$ cat src/rtl/store_write_buffer_pkg.sv
// Shared types for the store write buffer: store packets, bus commands, buffer entries, drain states.
// Latency: n/a (types and pure helper functions only).
// Backpressure: n/a.
package store_write_buffer_pkg;

   localparam int NUM_SQ_DCACHE = 2;
   localparam int WB_LEN        = 4;
   localparam int NUM_FU_LOAD   = 2;
   localparam int WB_IDX_W      = $clog2(WB_LEN);

   typedef logic [31:0]         ADDR;
   typedef logic [WB_IDX_W-1:0] WB_IDX;
   typedef logic [WB_IDX_W:0]   WB_CNT;

   typedef enum logic [1:0] {
      BYTE = 2'h0,
      HALF = 2'h1,
      WORD = 2'h2
   } MEM_SIZE;

   typedef struct packed {
      logic    is_unsigned;
      MEM_SIZE size;
   } MEM_FUNC;

   typedef enum logic [1:0] {
      BUS_NONE  = 2'h0,
      BUS_LOAD  = 2'h1,
      BUS_STORE = 2'h2
   } BUS_COMMAND;

   typedef struct packed {
      logic        valid;
      ADDR         addr;
      MEM_FUNC     sign_size;
      logic [31:0] data;
   } SQ_DCACHE_PACKET;

   typedef struct packed {
      logic        valid;
      ADDR         block_addr;
      logic [63:0] data;
      logic [7:0]  mask;
   } WB_ENTRY;

   typedef enum logic [1:0] {
      WB_IDLE      = 2'h0,
      WB_LOAD_REQ  = 2'h1,
      WB_LOAD_WAIT = 2'h2,
      WB_STORE_REQ = 2'h3
   } WB_STATE;

   // 8-byte block address of any byte address.
   function automatic ADDR block_of(input ADDR a);
      return a & ~ADDR'(7);
   endfunction

   // Bytes of upd selected by mask replace the corresponding bytes of base.
   function automatic logic [63:0] merge_bytes(input logic [63:0] base,
                                               input logic [63:0] upd,
                                               input logic [7:0]  mask);
      logic [63:0] res;
      res = base;
      for (int b = 0; b < 8; b++) begin
         if (mask[b]) res[b*8 +: 8] = upd[b*8 +: 8];
      end
      return res;
   endfunction

endpackage

$ cat src/rtl/store_write_buffer_byte_merge.sv
// Places one store's data into its byte lanes of a 64-bit block and builds the byte mask.
// Latency: combinational.
// Backpressure: none.
module wb_byte_merge
   import store_write_buffer_pkg::*;
(
   input  logic [2:0]  addr,
   input  MEM_SIZE     size,
   input  logic [31:0] data,
   output logic [63:0] lane_data,
   output logic [7:0]  lane_mask
);

   logic [31:0] sized_data;
   logic [7:0]  sized_mask;

   // Trim data to the access size so bytes above it never reach the block.
   always_comb begin
      sized_data = '0;
      sized_mask = '0;
      case (size)
         BYTE: begin sized_data = {24'h0, data[7:0]};  sized_mask = 8'h01; end
         HALF: begin sized_data = {16'h0, data[15:0]}; sized_mask = 8'h03; end
         WORD: begin sized_data = data;                sized_mask = 8'h0F; end
         default: begin sized_data = '0;               sized_mask = 8'h00; end
      endcase
   end

   assign lane_data = {32'h0, sized_data} << {addr, 3'b000};
   assign lane_mask = sized_mask << addr;

endmodule

$ cat src/rtl/store_write_buffer.sv
// Store write buffer: accepts committed stores into 8-byte entries, drains oldest-first to memory (RMW for partial blocks).
// Latency: accept is same-cycle; entry written next edge; drain FSM leaves IDLE one cycle after allocation at earliest.
// Backpressure: dcache_accept drops (prefix only) when entries run out; a freed entry gives credit one cycle later. Build macro STORE_WB_MERGE_EN enables store merging.
module store_write_buffer
   import store_write_buffer_pkg::*;
(
   input  logic                                clock,
   input  logic                                reset,
   input  SQ_DCACHE_PACKET [NUM_SQ_DCACHE-1:0] sq_dcache_packet,
   output logic [NUM_SQ_DCACHE-1:0]            dcache_accept,
   output BUS_COMMAND                          proc2mem_command,
   output ADDR                                 proc2mem_addr,
   output logic [63:0]                         proc2mem_data,
   input  logic [3:0]                          mem2proc_transaction_tag,
   input  logic [3:0]                          mem2proc_data_tag,
   input  logic [63:0]                         mem2proc_data,
   input  ADDR [NUM_FU_LOAD-1:0]               lq_addr,
   output logic [NUM_FU_LOAD-1:0]              lq_stall,
   output logic                                wb_empty
);

`ifdef STORE_WB_MERGE_EN
   localparam bit MERGE_EN = 1'b1;
`else
   localparam bit MERGE_EN = 1'b0;
`endif

   localparam WB_CNT WB_FULL = WB_CNT'(WB_LEN);

   WB_ENTRY    wb     [WB_LEN];
   WB_ENTRY    wb_nxt [WB_LEN];
   WB_IDX      head;
   WB_IDX      tail;
   WB_CNT      count;
   WB_STATE    state;
   BUS_COMMAND cmd_q;
   logic [3:0] saved_tag;

   logic [NUM_SQ_DCACHE-1:0][63:0] lane_data;
   logic [NUM_SQ_DCACHE-1:0][7:0]  lane_mask;
   logic [NUM_SQ_DCACHE-1:0]       slot_alloc;
   logic [NUM_SQ_DCACHE-1:0]       slot_merge;
   WB_IDX [NUM_SQ_DCACHE-1:0]      slot_idx;
   WB_CNT                          alloc_cnt;

   WB_CNT run_cnt;
   WB_IDX next_idx;
   WB_IDX y_idx;
   logic  y_vld;
   ADDR   y_addr;
   ADDR   slot_blk;
   logic  prev_acc;

   logic fill_now;
   logic free_now;
   logic unused_sign_bits;

   genvar gi;
   generate
      for (gi = 0; gi < NUM_SQ_DCACHE; gi++) begin : g_lane
         wb_byte_merge u_merge (
            .addr      (sq_dcache_packet[gi].addr[2:0]),
            .size      (sq_dcache_packet[gi].sign_size.size),
            .data      (sq_dcache_packet[gi].data),
            .lane_data (lane_data[gi]),
            .lane_mask (lane_mask[gi])
         );
      end
   endgenerate

   // Signedness only matters on the load side; fold it away here.
   always_comb begin
      unused_sign_bits = 1'b0;
      for (int i = 0; i < NUM_SQ_DCACHE; i++) begin
         unused_sign_bits = unused_sign_bits ^ sq_dcache_packet[i].sign_size.is_unsigned;
      end
   end

   // Walk slots oldest-first: each accepted slot either merges into the youngest non-head entry or takes the next free entry.
   always_comb begin
      dcache_accept = '0;
      slot_alloc    = '0;
      slot_merge    = '0;
      slot_idx      = '0;
      alloc_cnt     = '0;
      run_cnt       = count;
      next_idx      = tail;
      y_idx         = tail - WB_IDX'(1);
      y_vld         = MERGE_EN && (count >= WB_CNT'(2));
      y_addr        = wb[y_idx].block_addr;
      prev_acc      = !reset;
      slot_blk      = '0;
      for (int i = 0; i < NUM_SQ_DCACHE; i++) begin
         slot_blk    = block_of(sq_dcache_packet[i].addr);
         slot_idx[i] = next_idx;
         if (prev_acc && sq_dcache_packet[i].valid) begin
            if (y_vld && (y_addr == slot_blk)) begin
               slot_merge[i]    = 1'b1;
               slot_idx[i]      = y_idx;
               dcache_accept[i] = 1'b1;
            end else if (run_cnt < WB_FULL) begin
               slot_alloc[i]    = 1'b1;
               dcache_accept[i] = 1'b1;
               // A fresh entry is mergeable only if it did not land on the head.
               y_vld            = MERGE_EN && (run_cnt != '0);
               y_idx            = next_idx;
               y_addr           = slot_blk;
               run_cnt          = run_cnt + WB_CNT'(1);
               next_idx         = next_idx + WB_IDX'(1);
               alloc_cnt        = alloc_cnt + WB_CNT'(1);
            end
         end
         prev_acc = dcache_accept[i];
      end
   end

   // Loads stall on any buffered block or any block being accepted this cycle.
   always_comb begin
      lq_stall = '0;
      for (int j = 0; j < NUM_FU_LOAD; j++) begin
         if (!reset) begin
            for (int k = 0; k < WB_LEN; k++) begin
               if (wb[k].valid && (wb[k].block_addr == block_of(lq_addr[j]))) lq_stall[j] = 1'b1;
            end
            for (int i = 0; i < NUM_SQ_DCACHE; i++) begin
               if (dcache_accept[i] && (block_of(sq_dcache_packet[i].addr) == block_of(lq_addr[j])))
                  lq_stall[j] = 1'b1;
            end
         end
      end
   end

   assign fill_now = (state == WB_LOAD_WAIT) && (saved_tag != 4'h0) && (mem2proc_data_tag == saved_tag);
   assign free_now = (state == WB_STORE_REQ) && (mem2proc_transaction_tag != 4'h0);

   // Next entry contents: head fill/free first, then slot writes in age order so later slots win on overlap.
   always_comb begin
      wb_nxt = wb;
      if (fill_now) begin
         wb_nxt[head].data = merge_bytes(mem2proc_data, wb[head].data, wb[head].mask);
         wb_nxt[head].mask = 8'hFF;
      end
      if (free_now) begin
         wb_nxt[head] = '0;
      end
      for (int i = 0; i < NUM_SQ_DCACHE; i++) begin
         if (slot_alloc[i]) begin
            wb_nxt[slot_idx[i]].valid      = 1'b1;
            wb_nxt[slot_idx[i]].block_addr = block_of(sq_dcache_packet[i].addr);
            wb_nxt[slot_idx[i]].data       = lane_data[i];
            wb_nxt[slot_idx[i]].mask       = lane_mask[i];
         end else if (slot_merge[i]) begin
            wb_nxt[slot_idx[i]].data = merge_bytes(wb_nxt[slot_idx[i]].data, lane_data[i], lane_mask[i]);
            wb_nxt[slot_idx[i]].mask = wb_nxt[slot_idx[i]].mask | lane_mask[i];
         end
      end
   end

   // Entry storage and ring pointers; allocation and free may happen on the same edge.
   always_ff @(posedge clock) begin
      if (reset) begin
         for (int k = 0; k < WB_LEN; k++) wb[k] <= '0;
         head  <= '0;
         tail  <= '0;
         count <= '0;
      end else begin
         wb    <= wb_nxt;
         head  <= head + WB_IDX'(free_now);
         tail  <= tail + WB_IDX'(alloc_cnt);
         count <= count + alloc_cnt - WB_CNT'(free_now);
      end
   end

   // Drain FSM on the head entry with a registered bus command.
   always_ff @(posedge clock) begin
      if (reset) begin
         state     <= WB_IDLE;
         cmd_q     <= BUS_NONE;
         saved_tag <= 4'h0;
      end else begin
         case (state)
            WB_IDLE: begin
               if (wb[head].valid) begin
                  if (wb[head].mask == 8'hFF) begin
                     state <= WB_STORE_REQ;
                     cmd_q <= BUS_STORE;
                  end else begin
                     state <= WB_LOAD_REQ;
                     cmd_q <= BUS_LOAD;
                  end
               end
            end
            WB_LOAD_REQ: begin
               if (mem2proc_transaction_tag != 4'h0) begin
                  saved_tag <= mem2proc_transaction_tag;
                  state     <= WB_LOAD_WAIT;
                  cmd_q     <= BUS_NONE;
               end
            end
            WB_LOAD_WAIT: begin
               if (fill_now) begin
                  state <= WB_STORE_REQ;
                  cmd_q <= BUS_STORE;
               end
            end
            WB_STORE_REQ: begin
               if (free_now) begin
                  state     <= WB_IDLE;
                  cmd_q     <= BUS_NONE;
                  saved_tag <= 4'h0;
               end
            end
            default: begin
               state <= WB_IDLE;
               cmd_q <= BUS_NONE;
            end
         endcase
      end
   end

   assign proc2mem_command = cmd_q;
   assign proc2mem_addr    = (cmd_q == BUS_NONE)  ? '0 : wb[head].block_addr;
   assign proc2mem_data    = (cmd_q == BUS_STORE) ? wb[head].data : '0;
   assign wb_empty         = (count == '0);

endmodule

$ cat config.mk
export PLATFORM = sky130hd
export DESIGN_NAME = store_write_buffer
export DESIGN_NICKNAME = d
export VERILOG_FILES = /design/src/rtl/store_write_buffer_pkg.sv /design/src/rtl/store_write_buffer_byte_merge.sv /design/src/rtl/store_write_buffer.sv
export SDC_FILE = /design/constraint.sdc
export NUM_CORES = 2
export LEC_CHECK = 0
export BUFFER_PORTS_ARGS = -buffer_cell sky130_fd_sc_hd__buf_2
export CORE_MARGIN = 1.5
export CORE_UTILIZATION = 31
export DETAILED_ROUTE_END_ITERATION = 16
export MAX_ROUTING_LAYER = met4
export PLACE_DENSITY = 0.57
export SLEW_MARGIN = 20
export SYNTH_ARGS = -nofsm -noshare
export SYNTH_HDL_FRONTEND = slang
export SYNTH_SLANG_ARGS = --single-unit
$ cat constraint.sdc
create_clock -name clock -period 2.54 [get_ports clock]
set_clock_uncertainty 0.05 [all_clocks]
set_input_delay 0.381 -clock clock [delete_from_list [all_inputs] [get_ports clock]]
set_output_delay 0.381 -clock clock [all_outputs]
set_load 0.01 [all_outputs]
Word level (Yosys, flattened, before mapping) --
Cells that the tools add are included.
Storage, ports and cells: bits in registers 435, output and inout bits 103, logic and storage cells 204
Cells by class: add/sub/neg operators 7, order comparisons 8, equal/unequal tests 26, shift-type cells 4, muxes and demuxes 101, bitwise logic cells 5, reduce and logical (&&, ||, !) cells 31
Operators by type and width (number):
- $bwmux W420 | 10
- $demux W105 S2 | 11
- $mux W420 | 4
- $mux W105 | 5
- $and A420 B420 Y420 | 1
- $not A420 Y420 | 1
- $eq A32 B32 Y1 | 8
- $mux W72 | 3
- $bmux W105 S2 | 1
- $mux W104 | 2
- $pmux W32 S3 | 2
- $mux W8 | 19
- $shl A32 B6 Y64 | 2
- $eq A29 B29 Y1 | 4
- $mux W64 | 1
- $mux W32 | 1
- $pmux W4 S3 | 2
- $mux W2 | 11
- $logic_and A1 B1 Y1 | 20
- $mux W1 | 20
- $pmux W2 S4 | 2
- $shl A4 B3 Y8 | 2
- $mux W3 | 4
- $eq A2 B2 Y1 const B | 5
- 23 further kinds | 41

Logic depth before layout (Yosys ltp) --
depth in word-level cells 21, gate-level depth with buffers 13, depth with buffers taken out 11

Cells and area by module --
From an unflattened synthesis, not the netlist that was laid out.
Second synthesis, totals: cells, all modules 3765, area, all modules 33564.7 sq um
Modules (own cells, without submodules):
- store_write_buffer | instances 1, cells an instance 3213, area each 30133.9 sq um, seq. area each 8708.4 sq um
- wb_byte_merge | instances 2, cells an instance 276, area each 1715.4 sq um, seq. area each 0.0 sq um

Worst setup path after synthesis --
OpenSTA, ideal clock, no wires.
path kind input port to flip-flop, start point in reset, end point reg count[2], library setup time 0.128 ns, arrival 2.526 ns, slack -0.164 ns, stages 13, path buffers 2, cells stage by stage buf_2 -> inv_1 -> clkbuf_1 -> a41oi_1 -> ha_1 -> o21a_1 -> inv_1 -> ha_1 -> inv_1 -> ha_1 -> fa_1 -> xnor2_1 -> nor2_1
On the way: cells in the longest elaborated chain, start to end 8, elaborated cells on any way between the ends 12, those cells by class add/sub: 3; order compare: 1; mux: 5; reduce/logical: 3
Ends and longest elaborated chain:
- start: declaration | line store_write_buffer.sv:8 | input logic reset,
- $logic_not A1 Y1
- $logic_and A1 B1 Y1 | line store_write_buffer.sv:96 | if (prev_acc && sq_dcache_packet[i].valid) begin
- $mux W1 or $mux W3 (tied branches) | line store_write_buffer.sv:96
- $add A3 B1 Y3 or $lt A3 B3 Y1 (tied branches) | line store_write_buffer.sv:110, store_write_buffer.sv:101
- $mux W3 | line store_write_buffer.sv:101 | end else if (run_cnt < WB_FULL) begin
- $mux W3 | line store_write_buffer.sv:96
- $add A3 B3 Y3 | line store_write_buffer.sv:170 | count <= count + alloc_cnt - WB_CNT'(free_now);
- $sub A3 B1 Y3 | line store_write_buffer.sv:170
- end signal: assignment | line store_write_buffer.sv:170
- end: declaration | line store_write_buffer.sv:34 | WB_CNT count;
Several ways; a longest one is shown, not always the timed one. A chain may end at the register's enable or synchronous reset.

Final worst setup path --
start point reg wb[207] (netlist name), end point out lq_stall[1]
On the way: cells in the longest elaborated chain, start to end 7
Ends and longest elaborated chain:
- start: declaration | line store_write_buffer.sv:30 | WB_ENTRY wb [WB_LEN];
- start signal: assignment | line store_write_buffer.sv:167 | wb <= wb_nxt;
- $eq A32 B32 Y1 | line store_write_buffer.sv:123 | if (wb[k].valid && (wb[k].block_addr == block_of(lq_addr[j]))) lq_stall[j] = 1'b1;
- $logic_and A1 B1 Y1 | line store_write_buffer.sv:123
- $mux W1 (2 in series) | line store_write_buffer.sv:123
- $mux W1 (2 in series) | line store_write_buffer.sv:126 | if (dcache_accept[i] && (block_of(sq_dcache_packet[i].addr) == block_of(lq_addr[j])))
- $mux W1 | line store_write_buffer.sv:121 | if (!reset) begin
- end: declaration | line store_write_buffer.sv:18 | output logic [NUM_FU_LOAD-1:0] lq_stall,
Every way passes these cells.

==> results.py <==
metrics = {
    "route": {
        "wire_per_inst_microns": 30.17,
        "wl_microns": 167300,
        "ant_nets": 0,
        "vias": 34285,
        "drcViolationCount": 0,
        "drt_pre_antenna_iters": 5,
        "drt_iter0_markers": 4367,
        "vias_per_cell": 6.181,
    },
    "global_route": {
        "grt_max_degree": 142,
        "grt_pass1_vias": 32310,
        "grt_pass1_wl_microns": 229700,
        "grt_use_total_pct": 30.79,
        "antenna_found_initial": 11,
        "overflow": 0,
    },
    "min_path": {
        "min_path_type": "primary input to flip-flop",
        "hold_depth": 4,
        "hold_start": "mem2proc_transaction_tag[1]",
    },
    "synth": {
        "yosys.area_share.simple_pct": 14.29,
        "synth-seq-area-share_pct": 27.69,
        "synth-async-reset-ratio_pct": 0,
        "syn_area_sq_um": 31450,
        "ys_types": 62,
        "synth_cells": 3539,
        "yosysWarnings": 0,
        "synth_fa_ha_area_share_pct": 1.019,
        "synth_compound_area_share_pct": 23.37,
        "synth_edf_count": 0,
        "synth_top_family_by_area": "compound AO/OA/AOI/OAI gates",
        "synthFlopType": "dfxtp_1",
        "syn-num-nets": 3838,
        "synth_mux_area_share_pct": 17.17,
        "syn_avg_cell_area_sq_um": 8.886,
        "synth-xor-area-share_pct": 9.914,
        "synth-seq-cells": 435,
    },
    "power": {
        "p_comb_share_pct": 32.6,
        "p_seq_share_pct": 32.1,
        "power_density_nw_per_um2": 553.5,
        "clkPwrFrac_pct": 35.3,
        "switching_power_mw": 8.401,
        "peakVddDrop_v": 0.0005271,
        "p_int_mw": 15.80,
        "p_leak_nw": 16.47,
        "switching_share_pct": 34.72,
    },
    "timing": {
        "rsz0062_at_grt": "yes",
        "tns_ns": -28.24,
        "tightest_slew_ns": 0.9378,
        "min_period_over_period_pct": 121.8,
        "fmax_ghz": 0.3233,
        "setup_viol": 211,
        "finalMaxSlewViolations": 0,
        "worst_hold_slack_ns": 0.02632,
        "finalHoldViolCount": 0,
        "fin_ws_ns": -0.5533,
        "fin_crit_ns": 3.093,
        "slew_headroom_pct": 37.48,
    },
    "clock_network": {
        "clk_pin_slew_ns": 0.06,
        "htreeDepth": 2,
        "cts_buffer_depth": 3,
        "cts_tree": "yes",
        "cts_buffers": 53,
        "cts-root-buf": "clkbuf_16",
        "clk_latency_ns": 0.66,
        "clock-sinks": 435,
    },
    "critical_path": {
        "critPathSlowestCell": "nor4_1",
        "ff2ff_path_depth": 8,
        "path_cells": "xnor2_1 > nand4_1 > nor4_1 > buf_4 > nand4_1 > a31oi_1 > buf_2",
        "path_class": "flip-flop to output port",
        "critPathLaunch": "wb[207]",
        "cp_slowest_stage_delay_ns": 0.39,
        "cp_max_fo": 4,
        "critPathRequiredTime_ns": 2.11,
        "crit_family": "simple AND/OR/NAND/NOR gates",
        "start_kind": "flip-flop",
        "crit_top_cell": "nand4_1",
        "r2r-start": "head[0]",
        "arrival_ns": 2.66,
        "worst-path-buf-inv": 2,
        "critical_path_depth": 7,
        "end_kind": "output port",
    },
    "cells_and_area": {
        "drive_gt1_share_pct": 40.08,
        "nets": 4437,
        "final_util_pct": 43.60,
        "area_growth_pct": 39.03,
        "fillCellCount": 9725,
        "final_cell_mix": "462 x buf_4, 415 x dfxtp_1, 304 x buf_2",
        "layout_commonest_cell": "buf_4",
    },
    "floorplanning": {
        "fp.dieH_microns": 321.5,
        "start_util_pct": 31.36,
        "coreArea_sq_um": 100300,
        "rows": 116,
        "fp.dieW_microns": 321.5,
        "dieArea_sq_um": 103400,
        "io_pins": 377,
    },
    "place": {
        "hpwl_microns": 117200,
        "finalWeightedCongestion": 1.061,
        "dp_slack_ns": -0.4052,
        "portBuffers": 368,
    },
    "flow_run": {
        "maxCapViolCount": 0,
    },
    "outcome": {
        "violations": "negative setup slack",
        "status": "finished, violations left",
    },
}
-- final cells by class --
type | instances | area (sq um) | share of cell area (%)
inverters | 30 | 112.6 | 0.2575
repair buffers | 992 | 8661 | 19.81
well taps | 1357 | 1698 | 3.883
diodes | 8 | 20.02 | 0.04579
multi-input cells | 2626 | 22580 | 51.63
flip-flops and latches | 435 | 8746 | 20.00
clock buffers | 79 | 1577 | 3.606
clock inverters | 20 | 334.1 | 0.7641
-- worst min-delay path: stages --
cell     delay [ns]
buf_2          0.08
buf_4          0.09
a22oi_1        0.05
nor2_1         0.07
-- sequential cells by signal (all words and copies together), names as in the netlist --
register,flops
state,2
proc2mem_command,2
head,2
saved_tag,4
tail,2
count,3
wb,420
-- worst paths after layout --
kind	endpoint	slack, ns
setup / recovery	lq_stall[1]	-0.55
hold / removal	saved_tag[1]	0.03
setup reg to reg	wb[375]	-0.15
hold reg to reg	wb[179]	0.43
-- logic make-up after synthesis --
| kind of cell | after synthesis |
|---|---|
| AO/OA/AOI/OAI | 939 |
| XOR/XNOR | 356 |
| adder cells (fa/ha/maj) | 25 |
| buffers and inverters | 480 |
| flip-flops | 435 |
| multiplexers | 384 |
| AND/OR/NAND/NOR | 920 |
-- power groups by stage --
stage               logic (mW)  registers [mW]  clock network [mW]
global placement          6.46            7.83                   0
floorplan                 3.59            7.73                   0
finish                    7.89            7.77                8.54
global route              8.19            7.80                8.85
detailed placement        6.48            7.84                   0
CTS                       7.02            7.71                8.57
-- per-layer routing --
layer  global-route usage, %  share of wire [%]  up-vias
li1                        -                  -    14643
met1                   39.50                 40    16967
met2                   47.90                 45     2219
met3                   5.426                9.9      456
met4                   12.25                5.0        0
met5                       -                  0        -
-- repair_timing --
item,4_1_cts,5_1_grt
setup buffers,40,33
pin swaps,93,162
resized for setup,223,324
hold buffers,1,0
gates cloned,8,14
endpoints found under the hold margin,1,0
setup endpoints to repair,102,363
-- synthesized netlist by cell type (36+ instances only) --
| library cell | n | share of area, % |
|---|---|---|
| dfxtp_1 | 435 | 28 |
| clkbuf_1 | 322 | 3.8 |
| nor2_1 | 269 | 3.2 |
| a221oi_1 | 264 | 7.4 |
| xnor2_1 | 212 | 5.9 |
| nand2_1 | 176 | 2.1 |
| nor3_1 | 168 | 2.7 |
| a211oi_1 | 157 | 3.7 |
| mux2_2 | 154 | 5.5 |
| xor2_1 | 144 | 4.0 |
| a21oi_1 | 127 | 2.0 |
| mux2i_1 | 116 | 3.7 |
| mux4_2 | 104 | 7.4 |
| and2_1 | 87 | 1.7 |
| buf_2 | 73 | 1.2 |
| o211ai_1 | 71 | 1.7 |
| nand4_1 | 58 | 1.2 |
| o221ai_1 | 56 | 1.6 |
| o21ai_0 | 48 | 0.76 |
| nor4_1 | 44 | 0.88 |
| nor2b_1 | 41 | 0.82 |
| o211a_1 | 36 | 1.1 |
-- per-stage QoR --
step	total power, mW	cells	area, sq um
after floorplan	11.32	3539	31470
after global placement	14.29	5360	38210
after detailed placement	14.33	5360	38210
after CTS	23.29	5504	41780
after global routing	24.83	5545	43720
final	24.20	5547	43720
No activity file was read; power rests on OpenSTA's default activity.
